### src/rtl/nonce_tx_arbiter.sv
// nonce_tx_arbiter: holds one golden nonce per slave and grants them round-robin
// onto a single serial transmitter using a send/busy handshake.
module nonce_tx_arbiter #(
    parameter int SLAVES       = 2,
    parameter int BUSY_TIMEOUT = 15
) (
    input  logic                   clk,
    input  logic                   reset,
    input  logic [SLAVES*32-1:0]   slave_nonces,
    input  logic [SLAVES-1:0]      new_nonces,
    input  logic                   serial_busy,
    output logic                   serial_send,
    output logic [31:0]            golden_nonce,
    output logic [SLAVES-1:0]      pending,
    output logic [SLAVES-1:0]      dropped,
    output logic                   tx_timeout,
    output logic [15:0]            sent_count
);
    localparam int GW = SLAVES > 1 ? $clog2(SLAVES) : 1;
    localparam int CW = $clog2(BUSY_TIMEOUT + 1);

    typedef enum logic [1:0] {IDLE, SEND, WAIT_BUSY, WAIT_DONE} state_t;

    state_t            state_q, state_d;
    logic [31:0]       hold_q [SLAVES];
    logic [31:0]       hold_d [SLAVES];
    logic [SLAVES-1:0] pend_q, pend_d, drop_q, drop_d;
    logic [GW-1:0]     last_q, last_d, gnt;
    logic              gnt_v, grant;
    logic [CW-1:0]     cnt_q, cnt_d;
    logic              send_q, send_d, to_q, to_d;
    logic [31:0]       gold_q, gold_d;
    logic [15:0]       sent_q, sent_d;

    // Walk from farthest to nearest so the slot right after last_q wins.
    always_comb begin
        gnt   = last_q;
        gnt_v = 1'b0;
        for (int k = SLAVES; k >= 1; k--) begin
            if (pend_q[(int'(last_q) + k) % SLAVES]) begin
                gnt   = GW'((int'(last_q) + k) % SLAVES);
                gnt_v = 1'b1;
            end
        end
    end

    assign grant = (state_q == IDLE) && !serial_busy && gnt_v;

    // A strobe on the granted slave refills its slot without counting as a drop.
    always_comb begin
        hold_d = hold_q;
        pend_d = pend_q;
        drop_d = drop_q;
        for (int i = 0; i < SLAVES; i++) begin
            hold_d[i] = new_nonces[i] ? slave_nonces[i*32 +: 32] : hold_q[i];
            pend_d[i] = new_nonces[i] | (pend_q[i] & ~(grant && gnt == GW'(i)));
            drop_d[i] = drop_q[i] | (new_nonces[i] & pend_q[i] & ~(grant && gnt == GW'(i)));
        end
    end

    always_comb begin
        state_d = state_q;
        send_d  = 1'b0;
        cnt_d   = cnt_q;
        to_d    = to_q;
        gold_d  = gold_q;
        sent_d  = sent_q;
        last_d  = last_q;
        case (state_q)
            IDLE: begin
                if (grant) begin
                    gold_d  = hold_q[gnt];
                    last_d  = gnt;
                    send_d  = 1'b1;
                    state_d = SEND;
                end
            end
            SEND: begin
                cnt_d   = '0;
                state_d = WAIT_BUSY;
            end
            WAIT_BUSY: begin
                if (serial_busy) begin
                    state_d = WAIT_DONE;
                end else begin
                    cnt_d = cnt_q + 1'b1;
                    if (cnt_q == CW'(BUSY_TIMEOUT - 1)) begin
                        to_d    = 1'b1;
                        state_d = IDLE;
                    end
                end
            end
            WAIT_DONE: begin
                if (!serial_busy) begin
                    sent_d  = sent_q + 1'b1;
                    state_d = IDLE;
                end
            end
            default: state_d = IDLE;
        endcase
    end

    always_ff @(posedge clk) begin
        if (reset) begin
            state_q <= IDLE;
            hold_q  <= '{default: '0};
            pend_q  <= '0;
            drop_q  <= '0;
            last_q  <= GW'(SLAVES - 1);
            cnt_q   <= '0;
            send_q  <= 1'b0;
            to_q    <= 1'b0;
            gold_q  <= '0;
            sent_q  <= '0;
        end else begin
            state_q <= state_d;
            hold_q  <= hold_d;
            pend_q  <= pend_d;
            drop_q  <= drop_d;
            last_q  <= last_d;
            cnt_q   <= cnt_d;
            send_q  <= send_d;
            to_q    <= to_d;
            gold_q  <= gold_d;
            sent_q  <= sent_d;
        end
    end

    assign serial_send  = send_q;
    assign golden_nonce = gold_q;
    assign pending      = pend_q;
    assign dropped      = drop_q;
    assign tx_timeout   = to_q;
    assign sent_count   = sent_q;
endmodule

### config.mk
export PLATFORM = sky130hd
export DESIGN_NAME = nonce_tx_arbiter
export DESIGN_NICKNAME = d
export VERILOG_FILES = /design/src/rtl/nonce_tx_arbiter.sv
export SDC_FILE = /design/constraint.sdc
export NUM_CORES = 1
export LEC_CHECK = 0
export CORE_ASPECT_RATIO = 1.75
export CORE_MARGIN = 4
export CORE_UTILIZATION = 38
export DETAILED_ROUTE_END_ITERATION = 8
export GPL_TIMING_DRIVEN = 0
export PLACE_DENSITY = 0.63
export REMOVE_ABC_BUFFERS = 1
export SYNTH_ARGS = -nofsm -noshare
export SYNTH_HDL_FRONTEND = slang
export SYNTH_SLANG_ARGS = --single-unit
### constraint.sdc
create_clock -name clk -period 1.7 [get_ports clk]
set_input_delay 0.17 -clock clk [delete_from_list [all_inputs] [get_ports clk]]
set_output_delay 0.17 -clock clk [all_outputs]
set_load 0.05 [all_outputs]
== After elaboration in Yosys (flattened, before gate mapping) ==
Cells that the tools add are included.

* Output and inout bits: 54
* Input bits: 69
* Word-level logic and storage cells: 78
* Bits in registers: 125

* Reduce and logical (&&, ||, !) cells: 13
* Bitwise operators: 18
* Order comparisons: 3
* Add/sub/neg operators: 4
* Equal/unequal tests: 8
* Muxes and demuxes: 21

{| class="wikitable"
|+ Operator list
! kind !! count
|-
| 32-bit two-way mux || 3
|-
| 16-bit by 1-bit adder with 16-bit output (second input constant) || 1
|-
| 1-bit two-way mux || 11
|-
| 2-bit two-way mux || 4
|-
| 2-bit case mux with 4 select lines || 1
|-
| 4-bit case mux with 2 select lines || 1
|-
| 1-bit bitwise AND || 6
|-
| 2-bit by 3-bit < comparator with 1-bit output (second input constant) || 2
|-
| 2-bit inequality test (second input constant) || 3
|-
| 2-bit AND reduction || 3
|-
| 3-bit AND reduction || 2
|-
| 1-bit NOT || 5
|-
| 4-bit by 1-bit adder with 4-bit output (second input constant) || 1
|-
| 2-bit == test (second input constant) || 2
|-
| 4-bit == test (second input constant) || 1
|-
| 1-bit logical AND || 4
|-
| 4-bit two-way mux || 1
|-
| 1-bit OR || 4
|-
| 3-bit inequality test (second input constant) || 1
|-
| 1-bit adder (second input constant) || 2
|-
| 1-bit bitwise AND (first input constant) || 2
|-
| 2-bit by 1-bit == test with 1-bit output (second input constant) || 1
|-
| 2-bit >= comparator (second input constant) || 1
|-
| 2-bit zero test || 1
|-
| 4 further kinds || 4
|}

== Depth between registers and ports, before layout ==
* Depth after elaboration: 12
* Mapped depth: 6
* Mapped depth without buffers: 5

== Least setup slack after synthesis ==
OpenSTA, ideal clock, no wires.

* Path kind: register to register
* Start: reg sent_q[0] (netlist: sent_count[0])
* End: reg sent_q[14] (netlist: sent_count[14])
* Path buffers: 0
* Data arrival time: 1.865 ns
* Setup slack: -0.235 ns
* Stages on the path, launching flop included: 6
* Cells stage by stage: dfxtp_1 -> ha_1 -> and3_1 -> nand2_1 -> or4_1 -> a21oi_1

* Word-level cells in the longest chain between the ends: 1

{| class="wikitable"
|+ RTL lines
! item !! line !! text
|-
| from (decl) || 33 || <nowiki>logic [15:0] sent_q, sent_d;</nowiki>
|-
| from (signal assigned) || 125 || <nowiki>sent_q <= sent_d;</nowiki>
|-
| 16-bit by 1-bit adder with 16-bit output || 95 || <nowiki>sent_d = sent_q + 1'b1;</nowiki>
|}

No other way between the ends.
A chain may end at the register's enable or synchronous reset.

== Final worst setup path ==
* Start: reg state_q[0]
* End: reg sent_q[14] (netlist: sent_count[14])

* Word-level cells in the longest chain between the ends: 2

{| class="wikitable"
|+ RTL lines
! item !! line !! text
|-
| from (decl) || 24 || <nowiki>state_t state_q, state_d;</nowiki>
|-
| from (signal assigned) || 116 || <nowiki>state_q <= state_d;</nowiki>
|-
| 2-bit == test || 69 || <nowiki>case (state_q)</nowiki>
|-
| 2-bit AND reduction (no line) || n/a ||
|}

No other way between the ends.

==> results.sh <==
export IMPL_max_clock_path_buffers=2
export IMPL_status="complete, no violations"
export IMPL_p_comb_frac=0.149
export IMPL_yosysTopAreaCell="dfxtp_1"
export IMPL_cp_data_required_time_ns=2.04
export IMPL_grt_setup_unrepaired="false"
export IMPL_grt_pass1_wl_um=20100
export IMPL_dp_hpwl_um=8700
export IMPL_irDropWorstVdd_v=0.000700
export IMPL_layout_common_cells="dfxtp_1 (117), nor2_1 (115), mux2i_1 (97), clkdlybuf4s50_1 (65), dlygate4sd2_1 (53)"
export IMPL_fin_nets=685
export IMPL_p_clk_frac=0.450
export IMPL_ys_seq_elements=125
export IMPL_min_period_ns=1.60
export IMPL_design_area_um2=6950
export IMPL_drt_total_wl_um=12200
export IMPL_p_int_mw=5.99
export IMPL_synth_edf_count=0
export IMPL_p_total_mw=8.06
export IMPL_worstMarginPinSlew_ns=0.603
export IMPL_area_growth_synth_to_final_pct=40.7
export IMPL_synth_avg_cell_area_um2=9.96
export IMPL_leakage_nw=3.03
export IMPL_swShare=0.256
export IMPL_fin_skew_ns=0.0100
export IMPL_antenna_found_initial=0
export IMPL_mostFrequentLayoutCell="dfxtp_1"
export IMPL_die_w_um=94.2
export IMPL_clock_sinks=125
export IMPL_slowest_delay_ns=0.51
export IMPL_yosysTopAreaCellShare=0.506
export IMPL_grt_pass1_vias=4045
export IMPL_p_seq_frac=0.400
export IMPL_drt_pass1_iter_count=5
export IMPL_antenna_left=0
export IMPL_fin_hold_ws_ns=0.240
export IMPL_post_route_period_util=0.943
export IMPL_grt_max_degree=71
export IMPL_track_usage=0.171
export IMPL_wl_per_cell_um=15.3
export IMPL_max_clock_freq_mhz=624
export IMPL_ys_flop_type="dfxtp_1"
export IMPL_p_switching_mw=2.06
export IMPL_row_count=54
export IMPL_drive_gt1_frac=0.104
export IMPL_cts_tree="done"
export IMPL_viasPerCell=4.95
export IMPL_hold_path_class="input port to flop"
export IMPL_io_buffers=122
export IMPL_crit_type="flop to flop"
export IMPL_timing_setup_tns_ns=0
export IMPL_finalSetupViolCount=0
export IMPL_vias=3928
export IMPL_path_clk_slew_ns=0.06
export IMPL_coreArea_um2=12600
export IMPL_ios=123
export IMPL_drtIter0Drc=131
export IMPL_cp_cell_sequence="and3b_2 > nand2_2 > or4_1 > a21oi_1"
export IMPL_worst_slack_ns=0.0969
export IMPL_end_kind="flop"
export IMPL_gp_congestion=0.729
export IMPL_synth_area_top_cells="dfxtp_1 (51%), mux2i_1 (20%), nor2_1 (8.7%)"
export IMPL_maxSlewHeadroom=0.598
export IMPL_critPathLaunchType="flop"
export IMPL_grt_ovfl_total=0
export IMPL_synthArstFlopShare=0
export IMPL_postSynthCellCount=496
export IMPL_syn_cell_area_um2=4940
export IMPL_start_util=0.391
export IMPL_ys_warn_count=0
export IMPL_die_h_um=159
export IMPL_slew_violations=0
export IMPL_maxCapViolations=0
export IMPL_cts_htree_levels=4
export IMPL_final_hold_viol_count=0
export IMPL_clkLatencyLatePin_ns=0.40
export IMPL_path_max_fanout=12
export IMPL_cts_root_buf="clkbuf_16"
export IMPL_diodes=0
export IMPL_slowest_stage="or4_1"
export IMPL_numCtsBuffers=17
export IMPL_postCtsHoldBufs=0
export IMPL_yosysSeqAreaShare=0.506
export IMPL_post_place_ws_ns=-0.645
export IMPL_die_area_um2=15000
export IMPL_drc=0
export IMPL_p_per_area_nw_per_um2=1160
export IMPL_ys_types=44
export IMPL_critPathArrivalTime_ns=1.94
export IMPL_dpl_cell_area_um2=6350
==> cell usage after synthesis, types with 2 or more instances <==
library cell  number
nand2_1            6
nand2b_1           2
nand3_1            5
nor2_1           115
a2bb2oi_1          3
nand4_1            4
buf_2             14
o21ai_0            6
dfxtp_1          125
buf_1              2
xor2_1             8
o31ai_1            5
o211ai_1           2
a211oi_1          32
inv_1              5
buf_4              4
nor2b_1            2
ha_1               3
o21ba_2            2
mux2i_1           97
a21oi_1           13
clkbuf_1          16
or4_1              4
==> metrics by stage <==
stage	instances	utilization
after floorplan	460	-
after global placement	750	0.491
after detailed placement	758	0.503
after CTS	793	0.549
after global routing	794	0.550
final	794	0.550
==> critical path: cells and delay by family (launching register included) <==
kind	cells	cell delay, ns
AO/OA/AOI/OAI	1	0.15
flip-flops	1	0.46
AND/OR/NAND/NOR	3	0.93
==> layout make-up <==
type | count | area, um2
fill | 1153 | 5680
sequential | 125 | 2510
multi-input combinational | 330 | 2280
timing repair buffer | 134 | 1330
clock buffer | 21 | 460
tap | 168 | 210
clock inverter | 11 | 141
inverter | 5 | 18.8
==> state kept, by name (all words and copies together) (netlist names), 2 cells and up <==
| register | cells |
|---|---|
| golden_nonce | 32 |
| cnt_q | 4 |
| dropped | 2 |
| hold_q | 64 |
| pending | 2 |
| state_q | 2 |
| sent_count | 16 |
==> cell families after synthesis <==
group,synth area share
compound gates,0.0970
xor+xnor,0.0160
fa+ha+maj,0.00760
flops,0.506
mux,0.196
buf+inv,0.0377
simple gates,0.139
==> power by group through the flow <==
stage	logic, mW	registers (mW)	clock network, mW
2_1_floorplan	0.449	3.54	0
3_3_place_gp	1.27	3.28	0
3_5_place_dp	1.25	3.29	0
4_1_cts	1.22	3.22	3.71
5_1_grt	1.30	3.25	3.88
6_report	1.20	3.22	3.63
==> repair_timing <==
action | CTS | global route
hold endpoints to repair | 0 | 0
resized for setup | 58 | 8
setup endpoints to repair | 80 | 18
buffers inserted | 3 | 1
pin swaps | 2 | 0
cloned | 0 | 0
==> layer usage <==
metal | global-route usage | routed length [um] | vias to the layer above
li1 | - | - | 1963
met1 | 0.195 | 4850 | 1864
met2 | 0.299 | 6600 | 84
met3 | 0.0473 | 502 | 17
met4 | 0.0638 | 216 | 0
met5 | 0 | 0 | -
==> worst paths after layout <==
path	to	from	cells past startpoint	slack, ns
hold reg to reg	tx_timeout	tx_timeout	2	0.48
setup / recovery	sent_count[14]	state_q[0]	4	0.1
setup reg to reg	sent_count[14]	state_q[0]	4	0.1
hold / removal	sent_count[8]	reset	2	0.24
No activity file was read; power rests on OpenSTA's default activity.
